`config.mk`:
```
export PLATFORM = sky130hd
export DESIGN_NAME = sdp_nrd_mcif_responder
export DESIGN_NICKNAME = d
export VERILOG_FILES = /design/src/rtl/sdp_nrd_rsp_pkg.sv /design/src/rtl/sdp_nrd_rsp_obuf.sv /design/src/rtl/sdp_nrd_mcif_responder.sv
export SDC_FILE = /design/constraint.sdc
export NUM_CORES = 2
export LEC_CHECK = 0
export ABC_AREA = 1
export BUFFER_PORTS_ARGS = -buffer_cell sky130_fd_sc_hd__buf_2
export CAP_MARGIN = 5
export CORE_MARGIN = 1.5
export CORE_UTILIZATION = 60
export DETAILED_ROUTE_END_ITERATION = 7
export PLACE_DENSITY_LB_ADDON = 0.08
export SYNTH_ARGS = -nofsm -noshare
export SYNTH_HDL_FRONTEND = slang
export SYNTH_HIERARCHICAL = 1
export SYNTH_SLANG_ARGS = --single-unit
```
`constraint.sdc`:
```
create_clock -name nvdla_core_clk -period 55.5 [get_ports nvdla_core_clk]
set_input_delay 16.65 -clock nvdla_core_clk [delete_from_list [all_inputs] [get_ports nvdla_core_clk]]
set_output_delay 16.65 -clock nvdla_core_clk [all_outputs]
set_load 0.01 [all_outputs]
```
`src/rtl/sdp_nrd_rsp_pkg.sv`:
```
// Shared definitions for the SDP N-read MCIF responder: request field layout,
// datapath widths and the issue FSM state type.
package sdp_nrd_rsp_pkg;

  localparam int unsigned ADDR_LSB   = 0;
  localparam int unsigned ADDR_W     = 64;
  localparam int unsigned SIZE_LSB   = 64;
  localparam int unsigned SIZE_W     = 15;
  localparam int unsigned REQ_PD_W   = SIZE_LSB + SIZE_W;

  localparam int unsigned ATOM_W     = 256;
  localparam int unsigned RSP_PD_W   = 514;
  localparam int unsigned MEM_ADDR_W = 59;

  typedef enum logic {
    ST_IDLE,
    ST_READ
  } nrd_state_e;

endpackage

```
`src/rtl/sdp_nrd_rsp_obuf.sv`:
```
// Two-entry valid/ready response buffer in FIFO order; entry 0 is the head and
// stays stable while the consumer stalls.
module sdp_nrd_rsp_obuf
  import sdp_nrd_rsp_pkg::*;
(
  input  logic                nvdla_core_clk,
  input  logic                nvdla_core_rst,
  input  logic                push_valid,
  output logic                push_ready,
  input  logic [RSP_PD_W-1:0] push_pd,
  output logic                pop_valid,
  input  logic                pop_ready,
  output logic [RSP_PD_W-1:0] pop_pd,
  output logic [1:0]          count
);

  logic [RSP_PD_W-1:0] ent0;
  logic [RSP_PD_W-1:0] ent1;
  logic                do_push;
  logic                do_pop;

  assign pop_valid  = (count != 2'd0);
  assign push_ready = (count != 2'd2) || pop_ready;
  assign do_push    = push_valid && push_ready;
  assign do_pop     = pop_valid && pop_ready;
  assign pop_pd     = ent0;

  // Vacated entries are zeroed so an empty buffer presents an all-zero payload.
  always_ff @(posedge nvdla_core_clk or posedge nvdla_core_rst) begin
    if (nvdla_core_rst) begin
      ent0  <= '0;
      ent1  <= '0;
      count <= '0;
    end else begin
      case ({do_push, do_pop})
        2'b11: begin
          if (count == 2'd1) begin
            ent0 <= push_pd;
          end else begin
            ent0 <= ent1;
            ent1 <= push_pd;
          end
        end
        2'b01: begin
          ent0  <= ent1;
          ent1  <= '0;
          count <= count - 2'd1;
        end
        2'b10: begin
          if (count == 2'd0) ent0 <= push_pd;
          else               ent1 <= push_pd;
          count <= count + 2'd1;
        end
        default: ;
      endcase
    end
  end

endmodule

```
`src/rtl/sdp_nrd_mcif_responder.sv`:
```
// MCIF-side responder for the SDP N-read client: issues 32B atom reads under
// credit/reservation control and packs atom pairs into 514-bit beats.
// Optional stall counter port enabled by SDP_NRD_RSP_PERF_EN.
module sdp_nrd_mcif_responder
  import sdp_nrd_rsp_pkg::*;
#(
  parameter int unsigned CDT_DEPTH = 8
) (
  input  logic                  nvdla_core_clk,
  input  logic                  nvdla_core_rst,
  input  logic                  sdp_n2mcif_rd_req_valid,
  output logic                  sdp_n2mcif_rd_req_ready,
  input  logic [REQ_PD_W-1:0]   sdp_n2mcif_rd_req_pd,
  output logic                  mcif2sdp_n_rd_rsp_valid,
  input  logic                  mcif2sdp_n_rd_rsp_ready,
  output logic [RSP_PD_W-1:0]   mcif2sdp_n_rd_rsp_pd,
  input  logic                  sdp_n2mcif_rd_cdt_lat_fifo_pop,
  output logic                  mem_rd_en,
  output logic [MEM_ADDR_W-1:0] mem_rd_addr,
  input  logic [ATOM_W-1:0]     mem_rd_data,
`ifdef SDP_NRD_RSP_PERF_EN
  output logic [31:0]           rsp_stall_cnt,
`endif
  output logic                  cdt_err
);

  localparam int unsigned CW = $clog2(CDT_DEPTH + 1);
  localparam logic [CW-1:0] CDT_MAX = CW'(CDT_DEPTH);

  nrd_state_e              state;
  logic [MEM_ADDR_W-1:0]   addr;
  logic [SIZE_W-1:0]       remain;
  logic                    odd;
  logic [CW-1:0]           credits;
  logic [1:0]              open_beats;
  logic [1:0]              occ;
  logic [2:0]              reserved;
  logic                    issue;
  logic                    start;
  logic                    rd_vld_d;
  logic                    rd_odd_d;
  logic                    rd_last_d;
  logic [ATOM_W-1:0]       lo_data;
  logic                    push_valid;
  logic                    push_ready;
  logic                    push_fire;
  logic [RSP_PD_W-1:0]     push_pd;
  logic                    req_addr_unused;

  // Byte offset within an atom is always zero for aligned requests.
  assign req_addr_unused = ^sdp_n2mcif_rd_req_pd[ADDR_LSB +: 5];

  assign reserved    = {1'b0, occ} + {1'b0, open_beats};
  assign issue       = (state == ST_READ) &&
                       (odd || ((reserved < 3'd2) && (credits != '0)));
  assign start       = issue && !odd;
  assign mem_rd_en   = issue;
  assign mem_rd_addr = addr;

  always_ff @(posedge nvdla_core_clk or posedge nvdla_core_rst) begin
    if (nvdla_core_rst) begin
      state                   <= ST_IDLE;
      sdp_n2mcif_rd_req_ready <= 1'b1;
      addr                    <= '0;
      remain                  <= '0;
      odd                     <= 1'b0;
    end else begin
      case (state)
        ST_IDLE: begin
          if (sdp_n2mcif_rd_req_valid) begin
            addr                    <= sdp_n2mcif_rd_req_pd[ADDR_LSB+5 +: MEM_ADDR_W];
            remain                  <= sdp_n2mcif_rd_req_pd[SIZE_LSB +: SIZE_W];
            odd                     <= 1'b0;
            state                   <= ST_READ;
            sdp_n2mcif_rd_req_ready <= 1'b0;
          end
        end
        ST_READ: begin
          if (issue) begin
            addr   <= addr + MEM_ADDR_W'(1);
            odd    <= ~odd;
            remain <= remain - SIZE_W'(1);
            if (remain == '0) begin
              state                   <= ST_IDLE;
              sdp_n2mcif_rd_req_ready <= 1'b1;
            end
          end
        end
        default: begin
          state                   <= ST_IDLE;
          sdp_n2mcif_rd_req_ready <= 1'b1;
        end
      endcase
    end
  end

  // Return path: SRAM data arrives one cycle after the strobe.
  always_ff @(posedge nvdla_core_clk or posedge nvdla_core_rst) begin
    if (nvdla_core_rst) begin
      rd_vld_d  <= 1'b0;
      rd_odd_d  <= 1'b0;
      rd_last_d <= 1'b0;
      lo_data   <= '0;
    end else begin
      rd_vld_d  <= issue;
      rd_odd_d  <= odd;
      rd_last_d <= (remain == '0);
      if (rd_vld_d && !rd_odd_d && !rd_last_d) lo_data <= mem_rd_data;
    end
  end

  assign push_valid = rd_vld_d && (rd_odd_d || rd_last_d);
  assign push_pd    = rd_odd_d ? {2'b11, mem_rd_data, lo_data}
                               : {2'b01, {ATOM_W{1'b0}}, mem_rd_data};
  assign push_fire  = push_valid && push_ready;

  always_ff @(posedge nvdla_core_clk or posedge nvdla_core_rst) begin
    if (nvdla_core_rst) begin
      open_beats <= '0;
    end else begin
      case ({start, push_fire})
        2'b10:   open_beats <= open_beats + 2'd1;
        2'b01:   open_beats <= open_beats - 2'd1;
        default: ;
      endcase
    end
  end

  // A pop at full credit saturates and flags; pop plus beat start cancels out.
  always_ff @(posedge nvdla_core_clk or posedge nvdla_core_rst) begin
    if (nvdla_core_rst) begin
      credits <= CDT_MAX;
      cdt_err <= 1'b0;
    end else begin
      if (sdp_n2mcif_rd_cdt_lat_fifo_pop && (credits == CDT_MAX)) cdt_err <= 1'b1;
      if (sdp_n2mcif_rd_cdt_lat_fifo_pop && !start && (credits != CDT_MAX))
        credits <= credits + CW'(1);
      else if (start && !sdp_n2mcif_rd_cdt_lat_fifo_pop)
        credits <= credits - CW'(1);
    end
  end

  sdp_nrd_rsp_obuf u_obuf (
    .nvdla_core_clk (nvdla_core_clk),
    .nvdla_core_rst (nvdla_core_rst),
    .push_valid     (push_valid),
    .push_ready     (push_ready),
    .push_pd        (push_pd),
    .pop_valid      (mcif2sdp_n_rd_rsp_valid),
    .pop_ready      (mcif2sdp_n_rd_rsp_ready),
    .pop_pd         (mcif2sdp_n_rd_rsp_pd),
    .count          (occ)
  );

`ifdef SDP_NRD_RSP_PERF_EN
  always_ff @(posedge nvdla_core_clk or posedge nvdla_core_rst) begin
    if (nvdla_core_rst) begin
      rsp_stall_cnt <= '0;
    end else if (mcif2sdp_n_rd_rsp_valid && !mcif2sdp_n_rd_rsp_ready &&
                 (rsp_stall_cnt != '1)) begin
      rsp_stall_cnt <= rsp_stall_cnt + 32'd1;
    end
  end
`endif

endmodule
```
==> reports/metrics.csv <==
stage,metric,value,unit
cells_and_area,layout cells sized above 1,0.111,
critical_path,CP Capture Point,u_obuf/pop_pd[379]$_DFFE_PP0P_,
grt,vias in the first global route,72700,
critical_path,worst-case reg-to-reg path depth,9,
pwr,total power,5410,µW
routing,Antenna Nets Post-Route,0,
routing,drt first pass iters,7,
sta,setup violators final,0,
critical_path,"most used cell, CP",buf_4,
clock_tree,setup bufs post-CTS,0,
pwr,Clk network pwr share,0.193,
pwr,Psw,2580,µW
clock_tree,"Clk pin slew, worst setup/hold paths",0.06,ns
routing,DRC,0,
clock_tree,TritonCTS clock tree,built,
pwr,sequential power share,0.335,
critical_path,worst-path cell chain,buf_2 -> inv_2 -> nand2_4 -> nand3_1 -> nand2_4 -> buf_4 -> buf_4 -> buf_4 -> nand3_1 -> nor2_1 -> nor2_1,
clock_tree,Resize count post-CTS,0,
sta,fmax,46.9,MHz
routing,Total Wirelength,273,mm
critical_path,Worst R2R Start,rd_odd_d$_DFF_PP0_,
clock_tree,CTS buffer count,154,
floorplanning,initial core utilization,0.607,
synth,"Primary FF master, synth",dfrtp_1,
synth,"EDFF count, synth",0,
clock_tree,Clock Latency Late Sink,0.80,ns
clock_tree,H-Tree Depth,4,
critical_path,startpoint types,primary input,
floorplanning,die width,363,µm
critical_path,critical path depth,11,
sta,min cycle time layout,21.33,ns
critical_path,worst r2r dst,u_obuf/ent1[372]$_DFFE_PP0P_,
clock_tree,hold_buf cts,0,
sta,Final Hold Viols,0,
critical_path,R2R setup slack,49.34,ns
place,post-DP HPWL,165,mm
place,input/output buffers,911,
grt,GRT Util Overall,0.402,
grt,GRT overflow,0,
cells_and_area,area grow syn2layout,11.5,%
cells_and_area,Final #Nets,11800,
synth,post-synth top area cell,dfrtp_1,
synth,synthesized instance count,11100,
sta,RSZ-0062 raised after global routing,no,
synth,Yosys warnings,6,
synth,Post-Syn Area per Cell,6.96,µm²
critical_path,"Req. time, crit path",56.16,ns
grt,global-route wire length before repair,420,mm
routing,Via density,5.95,
clock_tree,Max clock buf depth,3,
routing,initial detailed-routing violation count,10100,
clock_tree,clk sinks,1373,
synth,Synth area leaders,"dfrtp_1 44%, nand2_1 15%, nor2_1 11%",
critical_path,CP arrival,21.99,ns
floorplanning,core outline area,128000,µm²
floorplanning,Boundary Pins,917,
synth,Cell variety after synth,41,
sta,setup TNS,0,ns
pwr,Worst IR Drop VDD,0.0000820,V
grt,largest net degree at the start of global routing,232,
clock_tree,CTS root buf,clkbuf_16,
synth,Post-synth top cells,"3,164 x nand2_1, 2,266 x nor2_1, 1,371 x dfrtp_1, 751 x o21ai_0, 611 x inv_1",
routing,wire per inst,20.5,µm
critical_path,critical path launch point,mcif2sdp_n_rd_rsp_ready,
critical_path,crit end category,flip-flop,
critical_path,slowest CP cell,nand2_4,
critical_path,largest stage delay on the critical path,0.92,ns
synth,post-synth top area share,0.442,
sta,max-slew violations,0,
critical_path,Crit Path Category,in2reg,
grt,antenna violations before repair,67,
floorplanning,row count,131,
floorplanning,Vert. Die Dim,363,µm
synth,synthesized cell area,77600,µm²
sta,Setup Skew,0.0253,ns
pwr,Leak,0.0418,µW
routing,Via Count,78900,
sta,crit share post-route,0.384,
sta,Least-Margin Pin Slew,1.43,ns
synth,sequential fraction of the synthesis area,0.443,
place,GPL Wtd Cong,0.955,
pwr,Pint,2820,µW
critical_path,Crit path max-delay family,buffers and inverters,
pwr,Gate power share,0.472,
min_path,min-delay worst type,reg2reg,
pwr,power per cell area,62.5,nW/µm²
synth,Yosys reg bits,1373,
critical_path,CP Max Fanout,98,
synth,"count leader, synth",nand2_1,
pwr,Switching Share,0.478,
sta,Rel. slew slack,0.0498,
job,maxcap violations,0,
synth,"FFs w/ async S/R, synth",1.00,
run_status,status,"complete, no violations",
critical_path,CP Buf/Inv Count,5,
floorplanning,Die ar.,131000,µm²
[metrics by stage]
step	utilization	setup WS, ns	instance area, µm²	instances	hold slack [ns]
after detailed placement	0.636	33.55	81300	12900	0.376
after global routing	0.676	33.95	86400	13300	0.395
final	0.676	34.17	86500	13300	0.389
after CTS	0.676	34.41	86400	13200	0.389
after global placement	0.636	33.53	81300	12900	0.361
after floorplan	-	9.86	77600	11100	0.354
[final cells by class]
| class | instances | area, µm² |
|---|---|---|
| Antenna cell | 46 | 115 |
| Clock buffer | 235 | 4640 |
| Inverter | 616 | 2340 |
| Sequential cell | 1373 | 34400 |
| Multi-Input combinational cell | 8293 | 37100 |
| Tap cell | 1662 | 2080 |
| Timing Repair Buffer | 1005 | 5430 |
| Fill cell | 11100 | 41400 |
| Clock inverter | 38 | 447 |
[worst min-delay path by stage]
stage	cells after the start	endpoint	startpoint	slack, ns
6_report	0	rd_odd_d$_DFF_PP0_	odd$_DFFE_PP0P_	0.39
5_1_grt	0	rd_odd_d$_DFF_PP0_	odd$_DFFE_PP0P_	0.39
4_1_cts	0	rd_odd_d$_DFF_PP0_	odd$_DFFE_PP0P_	0.39
3_5_place_dp	0	rd_odd_d$_DFF_PP0_	odd$_DFFE_PP0P_	0.38
3_3_place_gp	0	rd_odd_d$_DFF_PP0_	odd$_DFFE_PP0P_	0.36
2_1_floorplan	0	rd_odd_d$_DFF_PP0_	odd$_DFFE_PP0P_	0.35
[per-layer routing]
metal,global-route usage,vias to the layer above,share of wire
li1,-,36400,-
met1,0.542,37400,0.39
met2,0.588,4358,0.44
met3,0.101,703,0.11
met4,0.234,32,0.060
met5,0,-,0.00065
[power by group through the flow]
stage	Clock, µW	Sequential, µW	Combinational [µW]
after floorplan	0	1800	1650
after global placement	0	1780	2430
after detailed placement	0	1810	2490
after CTS	1050	1800	2510
after global routing	1090	1850	2810
final	1040	1810	2550
[registers in the layout, indices dropped and copies added, names as in the netlist]
register and count:
open_beats 2, state 1, rd_odd_d 1, lo_data 256, u_obuf/count 2, credits 4, sdp_n2mcif_rd_req_ready 1, remain 15
mem_rd_addr 59, odd 1, cdt_err 1, rd_vld_d 1, u_obuf/pop_pd 514, rd_last_d 1, u_obuf/ent1 514
[placed cells by master, fill, tap and decap left out, types with 7 or more instances in the layout]
cell type	n
nand2_1	3160
nor2_1	2265
dfrtp_1	1369
buf_2	911
o21ai_0	751
inv_1	609
nand3_1	592
nand4_1	533
a21boi_0	508
o21ai_1	349
clkbuf_16	160
buf_4	81
diode_2	46
clkbuf_1	40
clkbuf_8	35
a21oi_1	25
clkinv_2	20
xor2_1	15
buf_12	13
nor3_1	9
bufinv_16	8
nor2_4	7
ha_1	7
inv_6	7
a21boi_1	7
[logic make-up after synthesis]
kind of cell / share of synthesized area
xor+xnor: 0.00237
flops: 0.443
other cells: 0.0000484
fa+ha+maj: 0.00181
compound gates: 0.125
simple gates: 0.347
buf+inv: 0.0803
(Power assumes the default switching activity.)
